<file path="src/rtl/arb_mux_pkg.sv">
// Shared types for the arbitrated output mux.
// Selects between the round-robin search and the fixed-channel path.
package arb_mux_pkg;

    typedef enum logic {
        MODE_RR    = 1'b0,
        MODE_FORCE = 1'b1
    } mode_e;

endpackage

</file>
<file path="src/rtl/arb_mux_rr_pick.sv">
// Combinational grant picker: round-robin from last+1, or a single forced channel.
// Zero latency; grants nothing when en_i is low or the forced channel is out of range.
module rr_pick
    import arb_mux_pkg::*;
#(
    parameter int CHANNELS = 4,
    parameter int SELW     = 2
) (
    input  logic [CHANNELS-1:0] req_i,
    input  logic [SELW-1:0]     last_i,
    input  logic                en_i,
    input  mode_e               mode_i,
    input  logic [SELW-1:0]     force_sel_i,
    output logic [CHANNELS-1:0] gnt_o,
    output logic [SELW-1:0]     gnt_idx_o,
    output logic                gnt_vld_o
);

    logic [SELW-1:0] cand_idx;

    always_comb begin
        gnt_o     = '0;
        gnt_idx_o = '0;
        gnt_vld_o = 1'b0;
        cand_idx  = '0;
        if (en_i) begin
            if (mode_i == MODE_FORCE) begin
                // A force_sel beyond the last channel matches nothing, so no grant.
                for (int i = 0; i < CHANNELS; i++) begin
                    if (force_sel_i == i[SELW-1:0] && req_i[i]) begin
                        gnt_vld_o = 1'b1;
                        gnt_idx_o = i[SELW-1:0];
                    end
                end
            end else begin
                for (int off = 1; off <= CHANNELS; off++) begin
                    cand_idx = SELW'((int'(last_i) + off) % CHANNELS);
                    if (!gnt_vld_o && req_i[cand_idx]) begin
                        gnt_vld_o = 1'b1;
                        gnt_idx_o = cand_idx;
                    end
                end
            end
        end
        if (gnt_vld_o) begin
            gnt_o[gnt_idx_o] = 1'b1;
        end
    end

endmodule

</file>
<file path="src/rtl/arb_mux.sv">
// N-channel W-bit registered mux with round-robin or forced selection.
// One cycle input-to-output latency; inputs stall only while the held word is not taken.
module arb_mux
    import arb_mux_pkg::*;
#(
    parameter  int WIDTH    = 16,
    parameter  int CHANNELS = 4,
    localparam int SELW     = $clog2(CHANNELS)
) (
    input  logic                      clk,
    input  logic                      rst_n,
    input  logic [CHANNELS-1:0]       in_valid,
    output logic [CHANNELS-1:0]       in_ready,
    input  logic [CHANNELS*WIDTH-1:0] in_data,
    input  logic                      force_en,
    input  logic [SELW-1:0]           force_sel,
    output logic                      out_valid,
    input  logic                      out_ready,
    output logic [WIDTH-1:0]          out_data,
    output logic [SELW-1:0]           out_sel
);

    localparam logic [SELW-1:0] LAST_RST = SELW'(CHANNELS - 1);

    logic                out_valid_q, out_valid_d;
    logic [WIDTH-1:0]    out_data_q,  out_data_d;
    logic [SELW-1:0]     out_sel_q,   out_sel_d;
    logic [SELW-1:0]     last_q,      last_d;

    logic                load;
    mode_e               mode;
    logic [CHANNELS-1:0] gnt;
    logic [SELW-1:0]     gnt_idx;
    logic                gnt_vld;
    logic [WIDTH-1:0]    gnt_data;

    assign load = !out_valid_q || out_ready;
    assign mode = force_en ? MODE_FORCE : MODE_RR;

    rr_pick #(
        .CHANNELS (CHANNELS),
        .SELW     (SELW)
    ) u_pick (
        .req_i       (in_valid),
        .last_i      (last_q),
        .en_i        (load),
        .mode_i      (mode),
        .force_sel_i (force_sel),
        .gnt_o       (gnt),
        .gnt_idx_o   (gnt_idx),
        .gnt_vld_o   (gnt_vld)
    );

    // One-hot AND-OR select keeps in_data off the ready path.
    always_comb begin
        gnt_data = '0;
        for (int i = 0; i < CHANNELS; i++) begin
            if (gnt[i]) begin
                gnt_data = gnt_data | in_data[i*WIDTH +: WIDTH];
            end
        end
    end

    always_comb begin
        out_valid_d = out_valid_q;
        out_data_d  = out_data_q;
        out_sel_d   = out_sel_q;
        last_d      = last_q;
        if (gnt_vld) begin
            out_valid_d = 1'b1;
            out_data_d  = gnt_data;
            out_sel_d   = gnt_idx;
            if (mode == MODE_RR) begin
                last_d = gnt_idx;
            end
        end else if (out_valid_q && out_ready) begin
            out_valid_d = 1'b0;
        end
    end

    always_ff @(posedge clk or negedge rst_n) begin
        if (!rst_n) begin
            out_valid_q <= 1'b0;
            out_data_q  <= '0;
            out_sel_q   <= '0;
            last_q      <= LAST_RST;
        end else begin
            out_valid_q <= out_valid_d;
            out_data_q  <= out_data_d;
            out_sel_q   <= out_sel_d;
            last_q      <= last_d;
        end
    end

    assign in_ready  = gnt;
    assign out_valid = out_valid_q;
    assign out_data  = out_data_q;
    assign out_sel   = out_sel_q;

endmodule
</file>
<file path="config.mk">
export PLATFORM = sky130hd
export DESIGN_NAME = arb_mux
export DESIGN_NICKNAME = d
export VERILOG_FILES = /design/src/rtl/arb_mux_pkg.sv /design/src/rtl/arb_mux_rr_pick.sv /design/src/rtl/arb_mux.sv
export SDC_FILE = /design/constraint.sdc
export NUM_CORES = 1
export LEC_CHECK = 0
export CELL_PAD_IN_SITES_DETAIL_PLACEMENT = 1
export CELL_PAD_IN_SITES_GLOBAL_PLACEMENT = 1
export CORE_UTILIZATION = 27
export DETAILED_ROUTE_END_ITERATION = 7
export MAX_ROUTING_LAYER = met4
export PLACE_DENSITY = 0.88
export SLEW_MARGIN = 0
export SYNTH_ARGS = -nofsm -noshare
export SYNTH_HDL_FRONTEND = slang
export SYNTH_SLANG_ARGS = --single-unit
</file>
<file path="constraint.sdc">
create_clock -name clk -period 8.43 [get_ports clk]
set_clock_uncertainty 0.05 [all_clocks]
set_input_delay 2.529 -clock clk [delete_from_list [all_inputs] [get_ports clk]]
set_output_delay 2.529 -clock clk [all_outputs]
set_load 0.05 [all_outputs]
</file>
* Yosys cells after proc, flatten, opt, wreduce, memory -nomap -nowiden
Index checks and enable logic that the tools add are counted.
** Storage, ports and cells
- Register bits after elaboration :: 21
- Input port bits :: 74
- Output and inout bits :: 23
** Operators by class
- Add/sub/neg operators :: 4
- $lt $le $gt $ge :: 6
- Equal/unequal tests :: 3
- Multiplexer cells :: 43
- Bitwise gates (word level) :: 4
- Reductions and logical operators :: 17
** Operator list (number)
- 2-to-1 mux 16 bit :: 4
- bitwise OR 16 bit :: 3
- 2-to-1 mux 1 bit :: 25
- 2-to-1 mux 2 bit :: 8
- < comparator 2 x 3 -> 1 bit (second input constant) :: 5
- logical AND 1 bit :: 9
- binary-select mux 1 bit (select 2 bit) :: 4
- adder 2 x 1 -> 2 bit (second input constant) :: 2
- adder 2 bit (second input constant) :: 2
- equality test 2 bit (second input constant) :: 2
- zero test 1 bit :: 4
- 2-to-1 mux 4 bit :: 1
- demux 1 bit (select 2 bit) :: 1
- equality test 2 x 1 -> 1 bit (second input constant) :: 1
- greater-or-equal comparator 2 x 1 -> 1 bit (second input constant) :: 1
- zero test 2 bit :: 1
- AND reduction 2 bit :: 1
- nonzero test 2 bit :: 1
- logical OR 1 bit :: 1
- inverter 1 bit :: 1

* Longest topological paths before layout
Gate-level depths: netlist of the first run.
- Word-level depth :: 33
- Depth in mapped cells :: 9
- Mapped depth without buffers :: 6

* Cells and area by module
A second synthesis of the first run with hierarchy kept.
** Unflattened totals
- Cells, all modules :: 140
- Area total of the unflattened synthesis :: 1388.8 µm²
** Modules (own cells, without submodules)
- arb_mux :: times used 1, cells an instance 104, area each 1148.6 µm²
- rr_pick :: times used 1, cells an instance 36, area each 240.2 µm²

* Least setup slack after synthesis of the first run
No wires, ideal clock.
- Path kind :: input to output
- Start point :: input port force_sel[1]
- End point :: output port in_ready[0]
- Data arrival time :: 4.331 ns
- Required time :: 5.851 ns
- Path slack :: 1.520 ns
- Stages on the path :: 9
- Path through :: mux2_2 -> and3_1 -> clkbuf_1 -> nor3_1 -> nor2b_1 -> buf_2 -> buf_2 -> nand2_1 -> nor2_1
** Between the ends
- Cells in the longest elaborated chain, start to end :: 12
- Elaborated cells between the ends (all ways) :: 25
** Ends and longest elaborated chain
- from (decl) :: RTL line arb_mux.sv:16 : input logic [SELW-1:0] force_sel,
- equality test 2 x 1 -> 1 bit :: RTL line arb_mux_rr_pick.sv:30 : if (force_sel_i == i[SELW-1:0] && req_i[i]) begin
- logical AND 1 bit :: RTL line arb_mux_rr_pick.sv:30
- 2-to-1 mux 1 bit :: RTL line arb_mux_rr_pick.sv:30
- 2-to-1 mux 2 bit (2 in series) :: RTL line arb_mux_rr_pick.sv:30
- 2-to-1 mux 2 bit :: RTL line arb_mux_rr_pick.sv:27 : if (mode_i == MODE_FORCE) begin
- 2-to-1 mux 2 bit :: RTL line arb_mux_rr_pick.sv:26 : if (en_i) begin
- < comparator 2 x 3 -> 1 bit (not written as such) or greater-or-equal comparator 2 x 1 -> 1 bit (tied branches) :: RTL line arb_mux_rr_pick.sv:46 : gnt_o[gnt_idx_o] = 1'b1;
- logical AND 1 bit (not written as such) :: RTL line arb_mux_rr_pick.sv:46
- 2-to-1 mux 1 bit (not written as such) :: RTL line arb_mux_rr_pick.sv:46
- demux 1 bit (select 2 bit)
- 2-to-1 mux 4 bit (*) :: RTL line arb_mux_rr_pick.sv:45 : if (gnt_vld_o) begin
- to (decl) :: RTL line arb_mux.sv:13 : output logic [CHANNELS-1:0] in_ready,
Mark *: on every way between the ends. The rest lies on a longest branch, timed or not.

* Worst setup path in the final report of the first run
- Start point :: input port in_valid[3]
- End point :: output port in_ready[0]
** Between the ends
- Cells in the longest elaborated chain, start to end :: 25
- Elaborated cells between the ends (all ways) :: 41
** Ends and longest elaborated chain
- from (decl) :: RTL line arb_mux.sv:12 : input logic [CHANNELS-1:0] in_valid,
- binary-select mux 1 bit (select 2 bit) :: RTL line arb_mux_rr_pick.sv:38 : if (!gnt_vld_o && req_i[cand_idx]) begin
- 2-to-1 mux 1 bit (not written as such) :: RTL line arb_mux_rr_pick.sv:38
- 2-to-1 mux 1 bit :: RTL line arb_mux_rr_pick.sv:38
- 2-to-1 mux 1 bit :: RTL line arb_mux_rr_pick.sv:27
- 2-to-1 mux 1 bit :: RTL line arb_mux_rr_pick.sv:26
- zero test 1 bit :: RTL line arb_mux_rr_pick.sv:38
- logical AND 1 bit :: RTL line arb_mux_rr_pick.sv:38
- 2-to-1 mux 1 bit :: RTL line arb_mux_rr_pick.sv:38
- [... 9 more ...]
- 2-to-1 mux 2 bit :: RTL line arb_mux_rr_pick.sv:38
- 2-to-1 mux 2 bit :: RTL line arb_mux_rr_pick.sv:27
- 2-to-1 mux 2 bit :: RTL line arb_mux_rr_pick.sv:26
- < comparator 2 x 3 -> 1 bit (not written as such) or greater-or-equal comparator 2 x 1 -> 1 bit (tied branches) :: RTL line arb_mux_rr_pick.sv:46
- logical AND 1 bit (not written as such) :: RTL line arb_mux_rr_pick.sv:46
- 2-to-1 mux 1 bit (not written as such) :: RTL line arb_mux_rr_pick.sv:46
- demux 1 bit (select 2 bit)
- 2-to-1 mux 4 bit (*) :: RTL line arb_mux_rr_pick.sv:45
Mark *: on every way between the ends. The rest lies on a longest branch, timed or not. The select of a mux whose other input is x is not followed.

==> results.md, run 1 <==
- Root buffer cell: clkbuf_8
- GRT Total Usage: 0.211
- Type of the most critical hold path: reg2reg
- Fmax: 131 MHz
- Post-route worst setup slack: 0.796 ns
- I/O pin count: 97
- Mapped Cells: 187
- Syn Area/Cell: 8.26 um2
- Fin cells: 346
- Required time worst endpoint: 5.85 ns
- Status: completed
- Postcts setup bufs: 0
- CP Class: in2out
- CP startpoint kind: input pin
- Total wire length after detailed routing: 6050 um
- Period utilization: 0.906
- Top post-synthesis cells by count: nor2_1 (24), dfrtp_1 (19), o21ai_0 (19)
- Post-Syn Nets: 261
- PwrDens: 205 nW/um2
- Arrival @ worst endpoint: 5.05 ns
- Most used flip-flop cell after synthesis: dfrtp_1
- Seq/Total Area, Yosys: 0.342
- First-pass GRT wire length: 9750 um
- Detail Placement HPWL: 4460 um
- Clock Pin Slew Worst Setup and Hold Paths: 0.09 ns
- Crit end category: output pin
- Wirelength per Cell: 17.5 um
- # rows: 27
- Largest net degree at the start of global routing: 36
- Synth area leader: dfrtp_1
- Number of CTS-inserted buffers: 3
- Core Footprint: 5510 um2
- CTS Sinks: 21
- Share of cells above drive strength 1: 0.0766
- Mapped Area: 1550 um2
- Asr flop ratio synth: 1.00
- Power Total: 537 uW
- Die Wd: 77.7 um
- Maximum vdd drop: 0.107 mV
- Leak Pwr: 0.994 nW
- PostCTS Resize Cnt: 0
- Post-synth cell types: 38
- Cells after DPL: 342
- H-tree depth: 1
- Initial Utilization: 0.281
- Synth top area share: 0.308
- Setup WS pre-CTS: 0.779 ns
- Yosys reg bits: 21
- Normalized max-slew margin: 0.313
- # DRC: 0
- Die area: 6030 um2
- CTS tree: yes
- Worst-Skew Late Latency: 0.26 ns
- Area grow syn2layout: 69.2%
- Vias in the first global route: 1936
- DIE HEIGHT: 77.7 um
- Via density: 5.29
- Antenna diodes: 0
- Top post-synthesis cells by area: dfrtp_1 (31%), a32oi_1 (9.1%), a21o_1 (8.3%)
- Final Hold Viols: 0
- Crit path max fanout: 33
- Post-synth EDFFs: 0
- GPL Wtd Cong: 0.772
- Ys Warns: 0
- DRT antenna net count: 0
- Setup violators final: 0
- Max Root-Sink Buffers: 2
- Nets: 349
- MaxCap Viol Count: 0
- Actual slew at the worst max-slew pin: 1.03 ns
- RSZ-0062 raised after global routing: false
- GRT overflow: 0
- Buffers on Ports: 96
- Drt first-iter violations: 79
- Vias: 1831
- Initial DRT Pass Iterations: 4
- Total negative slack: 0 ns
- Cell with the most instances after synthesis: nor2_1
- Slew Viols, Final: 0
- Initial antenna violation count: 0
- Hold buffers post-CTS: 0
- Final Critical Period: 7.63 ns
==> cell families after synthesis <==
| logic type | Yosys count | synth area share |
|---|---|---|
| compound gates | 81 | 0.379 |
| simple gates | 61 | 0.183 |
| flops | 21 | 0.342 |
| buf+inv | 20 | 0.0704 |
| mux | 3 | 0.0202 |
| xor+xnor | 1 | 0.00567 |
==> report_power, final <==
part	internal, mW	switching, mW
Combinational	0.124	0.192
Sequential	0.130	0.0193
Clock	0.0330	0.0385
==> placed cells by master (no fill, tap or decap), drive strengths merged, types with 2 or more instances in the layout <==
| cell type | instances |
|---|---|
| clkdlybuf4s50 | 93 |
| nor2 | 24 |
| o21ai | 20 |
| dfrtp | 19 |
| nand3 | 18 |
| a21o | 17 |
| a32oi | 16 |
| a31oi | 16 |
| nand2 | 9 |
| buf | 9 |
| nand2b | 3 |
| clkbuf | 3 |
| o31ai | 3 |
| mux2i | 2 |
| dfstp | 2 |
| nor2b | 2 |
==> path summary, 6_finish.rpt <==
kind	start	endpoint	slack (ns)	cells after the start
setup reg to reg	last_q[1]	out_data[4]	5.69	8
hold reg to reg	out_sel[1]	out_sel[1]	0.45	2
setup / recovery	in_valid[3]	in_ready[0]	0.80	9
hold / removal	out_sel[1]	out_sel[1]	0.45	2
min in group asynchronous	rst_n	out_data[1]	2.77	1
max in group asynchronous	rst_n	out_sel[1]	4.94	1
==> layout make-up <==
class                           instances  area, um2
Fill cell                             656       2890
Timing Repair Buffer                  102       1040
Multi-Input combinational cell        146        911
Sequential cell                        21        528
Tap cell                               72       90.1
Clock buffer                            3       41.3
Clock inverter                          1       5.00
Inverter                                1       3.75
==> critical path, stage by stage <==
cell	delay, ns
clkdlybuf4s50_1	0.60
mux2_2	0.22
and3_1	0.54
nor3_1	0.21
nor2b_2	0.15
buf_4	0.31
nand2_1	0.12
nor2_1	0.20
buf_12	0.17
==> per-layer routing <==
layer | vias to the layer above | part of all wire | global-route usage
met2 | 59 | 0.49 | 0.365
li1 | 884 | - | -
met3 | 4 | 0.045 | 0.0271
met1 | 884 | 0.46 | 0.269
met5 | - | 0 | -
met4 | 0 | 0.0061 | 0.0302
==> flip-flops by register name, indices dropped and copies added, names as in the netlist <==
register   count
out_sel        2
out_data      16
last_q         2
out_valid      1
==> stage by stage <==
step / hold WS, ns / utilization / instance area, um2
after CTS: 0.453 / 0.475 / 2620
after global placement: 0.417 / 0.466 / 2570
after floorplan: 0.570 / - / 1550
after global routing: 0.489 / 0.475 / 2620
after detailed placement: 0.426 / 0.466 / 2570
final: 0.450 / 0.475 / 2620
(Power assumes the default switching activity.)
==> run 2, diff against run 1 <==
- CAP_MARGIN: unset -> 30
==> run 2 against run 1 <==
Compared with the run above: setup slack improved by 0.020 ns; sequential share of layout area is 0.12 points lower; fmax rose by 0.26%; register-to-register slack is essentially flat; critical path depth unchanged; utilization rose by 0.27 points; power is 0.35% lower; sequential power about the same; wire length is essentially flat; non-clock buffer count increased by 1; die area is the same; critical path type unchanged; largest cell class unchanged; largest power group unchanged; highest routed layer unchanged.
==> results.md, run 2 (synthesis gave the netlist of run 1 again) <==
- Status: completed
- CP Cell Sequence: clkdlybuf4s50_1, mux2_2, and3_1, nor3_1, nor2b_2, buf_4, nand2_1, nor2_1, buf_12
- Die Wd: 77.7 um
- Final hold slack: 0.447 ns
- Maximum vdd drop: 0.104 mV
- Initial Utilization: 0.281
- Max reg flops: 16
- Buffers on Ports: 96
- Fillers: 659
- Core Footprint: 5510 um2
- RSZ-0062 raised after global routing: false
- H-tree depth: 1
- Detail Placement HPWL: 4550 um
- Number of CTS-inserted buffers: 3
- Initial DRT Pass Iterations: 4
- Total wire length after detailed routing: 6050 um
- Drt first-iter violations: 48
- First-pass GRT wire length: 9590 um
- Worst-Skew Late Latency: 0.26 ns
- # rows: 27
- CP Class: in2out
- Commonest non-fill, non-tap cell in the layout: clkdlybuf4s50_1
- Max Root-Sink Buffers: 2
- Via density: 5.31
- Root buffer cell: clkbuf_8
- Final Hold Viols: 0
- Crit end category: output pin
- Period utilization: 0.903
- Leak Pwr: 1.00 nW
- Antenna diodes: 0
- Setup violators final: 0
- # DRC: 0
- Largest net degree at the start of global routing: 36
- R2R depth: 8
- Worst path bufs/invs: 3
- Final Critical Period: 7.61 ns
- Hold buffers post-CTS: 0
- Normalized max-slew margin: 0.463
- I/O pin count: 97
- Actual slew at the worst max-slew pin: 0.803 ns
- MaxCap Viol Count: 0
- PwrDens: 203 nW/um2
- Total negative slack: 0 ns
- Initial antenna violation count: 0
- DRT antenna net count: 0
- Type of the most critical hold path: reg2reg
- Largest stage delay, worst path: 0.60 ns
- Placed Instance Area: 2580 um2
- Arrival @ worst endpoint: 5.03 ns
- CP max-delay cell: clkdlybuf4s50_1
- CP startpoint kind: input pin
- PostCTS Resize Cnt: 0
- Most frequent cells in the layout: clkdlybuf4s50_1 (93), nor2_1 (24), o21ai_0 (19), dfrtp_1 (19)
- Vias: 1841
- Postcts setup bufs: 0
- Slew Viols, Final: 0
- Die area: 6030 um2
- Vias in the first global route: 1933
- GRT Total Usage: 0.210
- CTS tree: yes
- Share of cells above drive strength 1: 0.0800
- Clock Pin Slew Worst Setup and Hold Paths: 0.08 ns
- DIE HEIGHT: 77.7 um
- Hold Crit Depth: 2
- Fin util: 0.478
- Wirelength per Cell: 17.4 um
- GPL Wtd Cong: 0.772
- Crit path max fanout: 33
- Nets: 350
- Final standard cell area without fillers: 2630 um2
- Area grow syn2layout: 70.2%
- Worst path top cell family by delay: simple AND/OR/NAND/NOR gates
- Fmax: 131 MHz
- GRT overflow: 0
- Critical Path Stages: 9
- CTS Sinks: 21
- Required time worst endpoint: 5.85 ns
-- run 2: cell count changes in the layout (fill, tap and decap cells not counted), sizes merged --
| cell | previous run | this run |
|---|---|---|
| buf | 9 | 10 |
-- run 2: per-layer routing --
layer	vias to the layer above	track usage	wire (um)
met4	0	0.0717	116
met5	-	-	0
met2	70	0.350	2910
li1	883	-	-
met1	877	0.261	2740
met3	11	0.0294	282
-- run 2: through the flow --
| stage | std cells | total power [mW] | setup WS (ns) |
|---|---|---|---|
| after CTS | 347 | 0.541 | 0.781 |
| after floorplan | 187 | 0.346 | 1.52 |
| after detailed placement | 343 | 0.469 | 0.787 |
| final | 347 | 0.535 | 0.816 |
| after global routing | 347 | 0.566 | 0.621 |
| after global placement | 342 | 0.461 | 0.901 |
-- run 2: cell type report --
| class | instances | area [um2] | share of cell area |
|---|---|---|---|
| sequential | 21 | 528 | 0.201 |
| clock inverter | 1 | 5.00 | 0.00190 |
| multi-input combinational | 146 | 911 | 0.346 |
| timing repair buffer | 103 | 1050 | 0.400 |
| inverter | 1 | 3.75 | 0.00143 |
| tap | 72 | 90.1 | 0.0343 |
| clock buffer | 3 | 41.3 | 0.0157 |
-- run 2: worst min-delay path, stage by stage, from the launching register on --
cell	delay, ns
dfrtp_1	0.36
nand2_1	0.05
nand2_1	0.06
-- run 2: final timing paths --
check | startpoint | end | slack, ns
worst max-delay path | in_valid[3] | in_ready[0] | 0.82
worst min-delay path | out_sel[1] | out_sel[1] | 0.45
worst max register to register | last_q[1] | out_data[4] | 5.68
worst min register to register | out_sel[1] | out_sel[1] | 0.45
max in group asynchronous | rst_n | last_q[1] | 5.17
min in group asynchronous | rst_n | out_data[13] | 2.58
-- run 2: power breakdown --
part	switching, mW	internal [mW]	leakage (nW)
registers	0.0193	0.130	0.237
logic	0.192	0.125	0.739
clock network	0.0359	0.0330	0.0255
total	0.247	0.288	1.00
==> run 3, diff against run 2 <==
- CTS_BUF_LIST: unset -> sky130_fd_sc_hd__clkbuf_8 sky130_fd_sc_hd__clkbuf_16
==> results of run 3 <==
Final layout, timing and power as in run 2 (identical DEF).
